===== config.mk =====
export PLATFORM = sky130hd
export DESIGN_NAME = if_fetch_ctrl
export DESIGN_NICKNAME = d
export VERILOG_FILES = /design/src/rtl/if_fetch_ctrl.sv
export SDC_FILE = /design/constraint.sdc
export NUM_CORES = 1
export LEC_CHECK = 0
export CELL_PAD_IN_SITES_DETAIL_PLACEMENT = 0
export CELL_PAD_IN_SITES_GLOBAL_PLACEMENT = 1
export CORE_MARGIN = 2
export CORE_UTILIZATION = 25
export DETAILED_ROUTE_END_ITERATION = 12
export GPL_TIMING_DRIVEN = 0
export PLACE_DENSITY = 0.83
export RECOVER_POWER = 50
export SLEW_MARGIN = 25
export SYNTH_ARGS = -nofsm -noshare
export SYNTH_HDL_FRONTEND = slang
export SYNTH_SLANG_ARGS = --single-unit

===== constraint.sdc =====
create_clock -name clk -period 2 [get_ports clk]
set_input_delay 0.2 -clock clk [delete_from_list [all_inputs] [get_ports clk]]
set_output_delay 0.2 -clock clk [all_outputs]
set_load 0.005 [all_outputs]

===== src/rtl/if_fetch_ctrl.sv =====
// Fetch-stage sequencer: owns the fetch PC, the I-cache request handshake and the IF1/IF2 register controls.
// Optional build macro IF_FETCH_PERF_EN adds the stall_cnt / redirect_cnt performance counters.
module if_fetch_ctrl #(
   parameter logic [31:0] RESET_PC = 32'h1c000000,
   parameter logic [31:0] PC_STEP  = 32'd4
) (
   input  logic        clk,
   input  logic        rst_n,
   input  logic        ex_redirect,
   input  logic [31:0] ex_target,
   input  logic        br_redirect,
   input  logic [31:0] br_target,
   input  logic        bp_taken,
   input  logic [31:0] bp_target,
   input  logic        if2_allowin,
   output logic        ic_req,
   output logic [31:0] ic_addr,
   input  logic        ic_addr_ok,
   input  logic        ic_data_ok,
   output logic [31:0] if1_pc,
   output logic        if1_branch_bp,
   output logic        if1_if2_wen,
`ifdef IF_FETCH_PERF_EN
   output logic [31:0] stall_cnt,
   output logic [31:0] redirect_cnt,
`endif
   output logic        if1_if2_flush
);

   // state   | meaning
   // IDLE    | one cycle after reset release
   // REQ     | request pc_q to the I-cache
   // WAIT    | request accepted, waiting for data
   // HOLD    | data returned but IF2 not ready; I-cache holds it
   // DISCARD | waiting for one stale data_ok to drain
   typedef enum logic [2:0] {
      S_IDLE    = 3'd0,
      S_REQ     = 3'd1,
      S_WAIT    = 3'd2,
      S_HOLD    = 3'd3,
      S_DISCARD = 3'd4
   } state_t;

   state_t      r_state;
   state_t      w_state_nxt;
   logic [31:0] r_pc;
   logic [31:0] w_pc_nxt;
   logic        w_redirect;
   logic [31:0] w_target;
   logic [31:0] w_pc_seq;
   logic        w_deliver;

   assign w_redirect = ex_redirect | br_redirect;
   assign w_target   = ex_redirect ? ex_target : br_target;
   assign w_pc_seq   = bp_taken ? bp_target : (r_pc + PC_STEP);

   always_ff @(posedge clk or negedge rst_n) begin
      if (!rst_n) begin
         r_state <= S_IDLE;
         r_pc    <= RESET_PC;
      end else begin
         r_state <= w_state_nxt;
         r_pc    <= w_pc_nxt;
      end
   end

   always_comb begin
      w_state_nxt = r_state;
      w_pc_nxt    = r_pc;
      w_deliver   = 1'b0;
      case (r_state)
         S_IDLE: begin
            w_state_nxt = S_REQ;
            if (w_redirect) w_pc_nxt = w_target;
         end
         S_REQ: begin
            if (w_redirect) begin
               w_pc_nxt    = w_target;
               w_state_nxt = ic_addr_ok ? S_DISCARD : S_REQ;
            end else if (ic_addr_ok) begin
               w_state_nxt = S_WAIT;
            end
         end
         S_WAIT: begin
            if (w_redirect) begin
               w_pc_nxt    = w_target;
               w_state_nxt = ic_data_ok ? S_REQ : S_DISCARD;
            end else if (ic_data_ok) begin
               if (if2_allowin) begin
                  w_deliver   = 1'b1;
                  w_pc_nxt    = w_pc_seq;
                  w_state_nxt = S_REQ;
               end else begin
                  w_state_nxt = S_HOLD;
               end
            end
         end
         S_HOLD: begin
            if (w_redirect) begin
               w_pc_nxt    = w_target;
               w_state_nxt = S_REQ;
            end else if (if2_allowin) begin
               w_deliver   = 1'b1;
               w_pc_nxt    = w_pc_seq;
               w_state_nxt = S_REQ;
            end
         end
         S_DISCARD: begin
            // a stale data_ok coinciding with a redirect still drains; otherwise we would wait forever
            if (w_redirect) w_pc_nxt = w_target;
            if (ic_data_ok) w_state_nxt = S_REQ;
         end
         default: w_state_nxt = S_IDLE;
      endcase
   end

   assign ic_req        = (r_state == S_REQ);
   assign ic_addr       = r_pc;
   assign if1_pc        = r_pc;
   assign if1_if2_wen   = w_deliver | w_redirect;
   assign if1_if2_flush = w_redirect;
   assign if1_branch_bp = w_deliver & bp_taken & ~w_redirect;

`ifdef IF_FETCH_PERF_EN
   logic [31:0] r_stall_cnt;
   logic [31:0] r_redirect_cnt;
   logic        w_stall;

   assign w_stall = (r_state == S_HOLD) | ((r_state == S_WAIT) & ~ic_data_ok);

   always_ff @(posedge clk or negedge rst_n) begin
      if (!rst_n) begin
         r_stall_cnt    <= 32'd0;
         r_redirect_cnt <= 32'd0;
      end else begin
         if (w_stall)    r_stall_cnt    <= r_stall_cnt + 32'd1;
         if (w_redirect) r_redirect_cnt <= r_redirect_cnt + 32'd1;
      end
   end

   assign stall_cnt    = r_stall_cnt;
   assign redirect_cnt = r_redirect_cnt;
`endif

endmodule

==> flow_metrics.py <==
metrics = {
    "timing": {
        "fin_skew_ns": 0.00636,
        "hold_viol": 0,
        "min_period_ns": 2.01,
        "clock.fmax_mhz": 497,
        "worst_pin_slew_ns": 1.31,
        "final.setup.worst_slack_ns": -0.0139,
        "hold-worst-slack_ns": 0.527,
        "finalSetupViolations": 1,
        "final_max_slew_viol_count": 0,
        "min_period_over_period_pct": 101,
        "rsz0062_at_grt": "true",
        "slew_headroom_pct": 12.4,
    },
    "critical_path": {
        "path_cells": "nand4_1 > or4_4 > or3_1 > o31ai_2 > a22o_1",
        "startpoint_type": "flip-flop",
        "critPathMaxStageDelay_ns": 0.58,
        "path_buf_inv": 0,
        "critPathArrivalTime_ns": 2.23,
        "crit_required_ns": 2.22,
        "critPathKind": "reg2reg",
        "cp_max_fo": 8,
        "worst_setup_path_end_kind": "flip-flop",
        "slowest_stage": "or4_4",
        "cpLargestDelayFamily": "simple AND/OR/NAND/NOR gates",
    },
    "logic_synthesis": {
        "synth-seq-cells": 35,
        "synth_xor_area_share_pct": 2.19,
        "postSynthCellCount": 396,
        "synthAdderAreaFrac_pct": 0.392,
        "synthSimpleGateAreaFrac_pct": 20.8,
        "synth_area_leader_cell": "dfrtp_1",
        "synth_top_area_share_pct": 25.1,
        "synth_compound_gate_area_share_pct": 26.6,
        "synth_mux_area_share_pct": 10.9,
        "ys_types": 56,
        "synth_area_leaders": "dfrtp_1, mux2i_1, buf_4",
        "ys_async_sr_fraction_pct": 100,
        "synth_area_per_cell_um2": 8.07,
        "synthesis.nets": 501,
        "synth_top_family_by_area": "compound AO/OA/AOI/OAI gates",
        "ys.warnings.count": 0,
        "synth_ff_type": "dfrtp_1",
        "syn_area_mm2": 0.00319,
        "yosysSeqAreaShare_pct": 27.5,
        "synth-edff-count": 0,
    },
    "finish": {
        "layout.nets": 690,
        "diodes": 0,
        "utilization_pct": 44.0,
        "n_fill_cell": 1223,
        "area_growth_pct": 72.9,
        "final_cells": 758,
        "drive_above_1_share_pct": 20.8,
    },
    "cts": {
        "tritoncts": "built",
        "insertion_delay_ns": 0.28,
        "ctsLongestPathBuffers": 2,
        "cts-root-buf": "clkbuf_16",
        "cts_sinks": 35,
        "clk_pin_slew_ns": 0.06,
        "htree_levels": 2,
        "cts_buffers": 5,
    },
    "drt": {
        "wl_per_cell_um": 19.1,
        "postRouteAntennaNets": 0,
        "vias": 4055,
        "via_per_inst": 5.35,
        "wl_um": 14500,
        "drcViolationCount": 0,
        "dr.first_iter.drc_count": 363,
        "dr.pass1.iters": 5,
    },
    "power": {
        "powerDensity_mw_per_mm2": 1040,
        "switching_share_pct": 37.7,
        "clkPwrFrac_pct": 13.4,
        "p_switching_mw": 2.17,
        "p_int_mw": 3.60,
        "vdd_ir_drop_max_mv": 0.403,
        "pwr-share-comb_pct": 58.8,
        "power.leakage_nw": 2.14,
        "pwr-share-seq_pct": 27.8,
        "power.total_mw": 5.77,
    },
    "die": {
        "start_util_pct": 25.4,
        "coreArea_mm2": 0.0126,
        "rows": 41,
        "chipHeight_um": 117,
        "dieArea_mm2": 0.0137,
        "io_pins": 172,
        "die_x_um": 117,
    },
    "global_route": {
        "grt_overflow": 0,
        "antenna_found_initial": 0,
        "grt_usage_pct": 20.8,
        "grt_pass1_vias": 3887,
        "grt_max_degree": 19,
        "grt_pass1_wl_um": 21600,
    },
    "place": {
        "gp_congestion": 0.868,
        "numPortBuffers": 170,
        "dp_hpwl_um": 11000,
        "dp.cells": 739,
        "pre_cts_slack_ns": -0.597,
    },
    "job": {
        "maxCapViolCount": 0,
    },
    "status": {
        "violations": "setup timing",
        "outcome": "complete, but fails checks",
    },
    "worst_hold_path": {
        "hold_class": "in2reg",
    },
}
layout make-up:
type | instances | area, um2 | area share, %
buffer | 59 | 389 | 7.04
sequential | 35 | 898 | 16.3
clock buffer | 6 | 129 | 2.33
multi-input combinational | 296 | 2050 | 37.0
clock inverter | 2 | 12.5 | 0.227
tap | 172 | 215 | 3.90
inverter | 4 | 15.0 | 0.272
timing repair buffer | 184 | 1820 | 32.9
registers in the layout, summed over array words and instances (netlist names):
register / count
ic_addr: 32
r_state: 3
layout by cell type (no fill, tap or decap), types with 6 or more instances in the layout:
cell type / instances
a21oi_1: 31
dfrtp_1: 17
nand4_1: 15
clkbuf_1: 6
mux2_2: 7
o211ai_1: 6
clkbuf_2: 10
o21ai_0: 22
nor2_1: 22
o31ai_1: 9
nand2_1: 31
buf_4: 45
clkdlybuf4s50_1: 163
dfrtp_2: 15
mux2i_1: 27
nand3_1: 18
layer usage:
layer	wire, um	GRT usage [%]
met1	5830	26.9
met2	6940	34.8
met3	1360	4.58
met4	376	6.35
met5	0	0
per-stage QoR:
step / instance area, um2 / setup TNS, ns
final: 5520 / -0.0139
after global routing: 5520 / -0.0616
after CTS: 5460 / -0.0367
after detailed placement: 5130 / -11.17
after global placement: 5110 / -17.71
after floorplan: 3190 / 0
what timing repair did:
action	CTS	global route
pin swaps	5	4
resized for setup	43	30
endpoints found under the setup margin	34	30
buffers inserted	9	3
endpoints found under the hold margin	16	0
hold buffers	1	0
power by group through the flow:
| stage | logic, mW | registers [mW] | clock network [mW] |
|---|---|---|---|
| finish | 3.39 | 1.60 | 0.772 |
| global route | 3.66 | 1.66 | 0.820 |
| CTS | 3.33 | 1.58 | 0.783 |
| detailed placement | 3.14 | 1.54 | 0 |
| global placement | 3.08 | 1.52 | 0 |
| floorplan | 1.46 | 1.42 | 0 |
logic make-up after synthesis:
group / after synthesis
AND/OR/NAND/NOR: 129
AO/OA/AOI/OAI: 124
buffers and inverters: 65
flip-flops: 35
multiplexers: 34
XOR/XNOR: 8
adder cells (fa/ha/maj): 1
worst register-to-register path, cell delays in order (launching register included):
cell and delay, ns:
dfrtp_2 0.45, nand4_1 0.19, or4_4 0.58, or3_1 0.38, o31ai_2 0.18, a22o_1 0.17
path summary, 6_finish.rpt:
kind / from / to / slack, ns / depth (start not counted)
max in group asynchronous: rst_n / r_state[0] / 0.38 / 2
max: ic_addr[12] / ic_addr[31] / -0.01 / 5
min in group asynchronous: rst_n / ic_addr[19] / 0.74 / 2
min: bp_target[17] / ic_addr[17] / 0.53 / 3
min reg2reg: ic_addr[27] / ic_addr[27] / 0.56 / 1
max reg2reg: ic_addr[12] / ic_addr[31] / -0.01 / 5
Yosys cell counts (all sizes together) (3+ instances only):
library cell and n:
and3 3, nor2 26, nor3 6, mux2i 27, a21o 3, a211oi 5
o21ai 22, dfstp 3, nor2b 5, nand2b 5, nand3 19, o211ai 6
clkbuf 20, o31ai 12, or3 3, inv 4, o221ai 3, xnor2 3
nand4 16, a2bb2oi 5, nand2 33, dfrtp 32, a31oi 3, mux2 7
o31a 5, nor4 5, and4 5, a22o 3, buf 41, xor2 5
a31o 3, a2111oi 3, a21oi 33
Power figures use the tool's default switching activity.
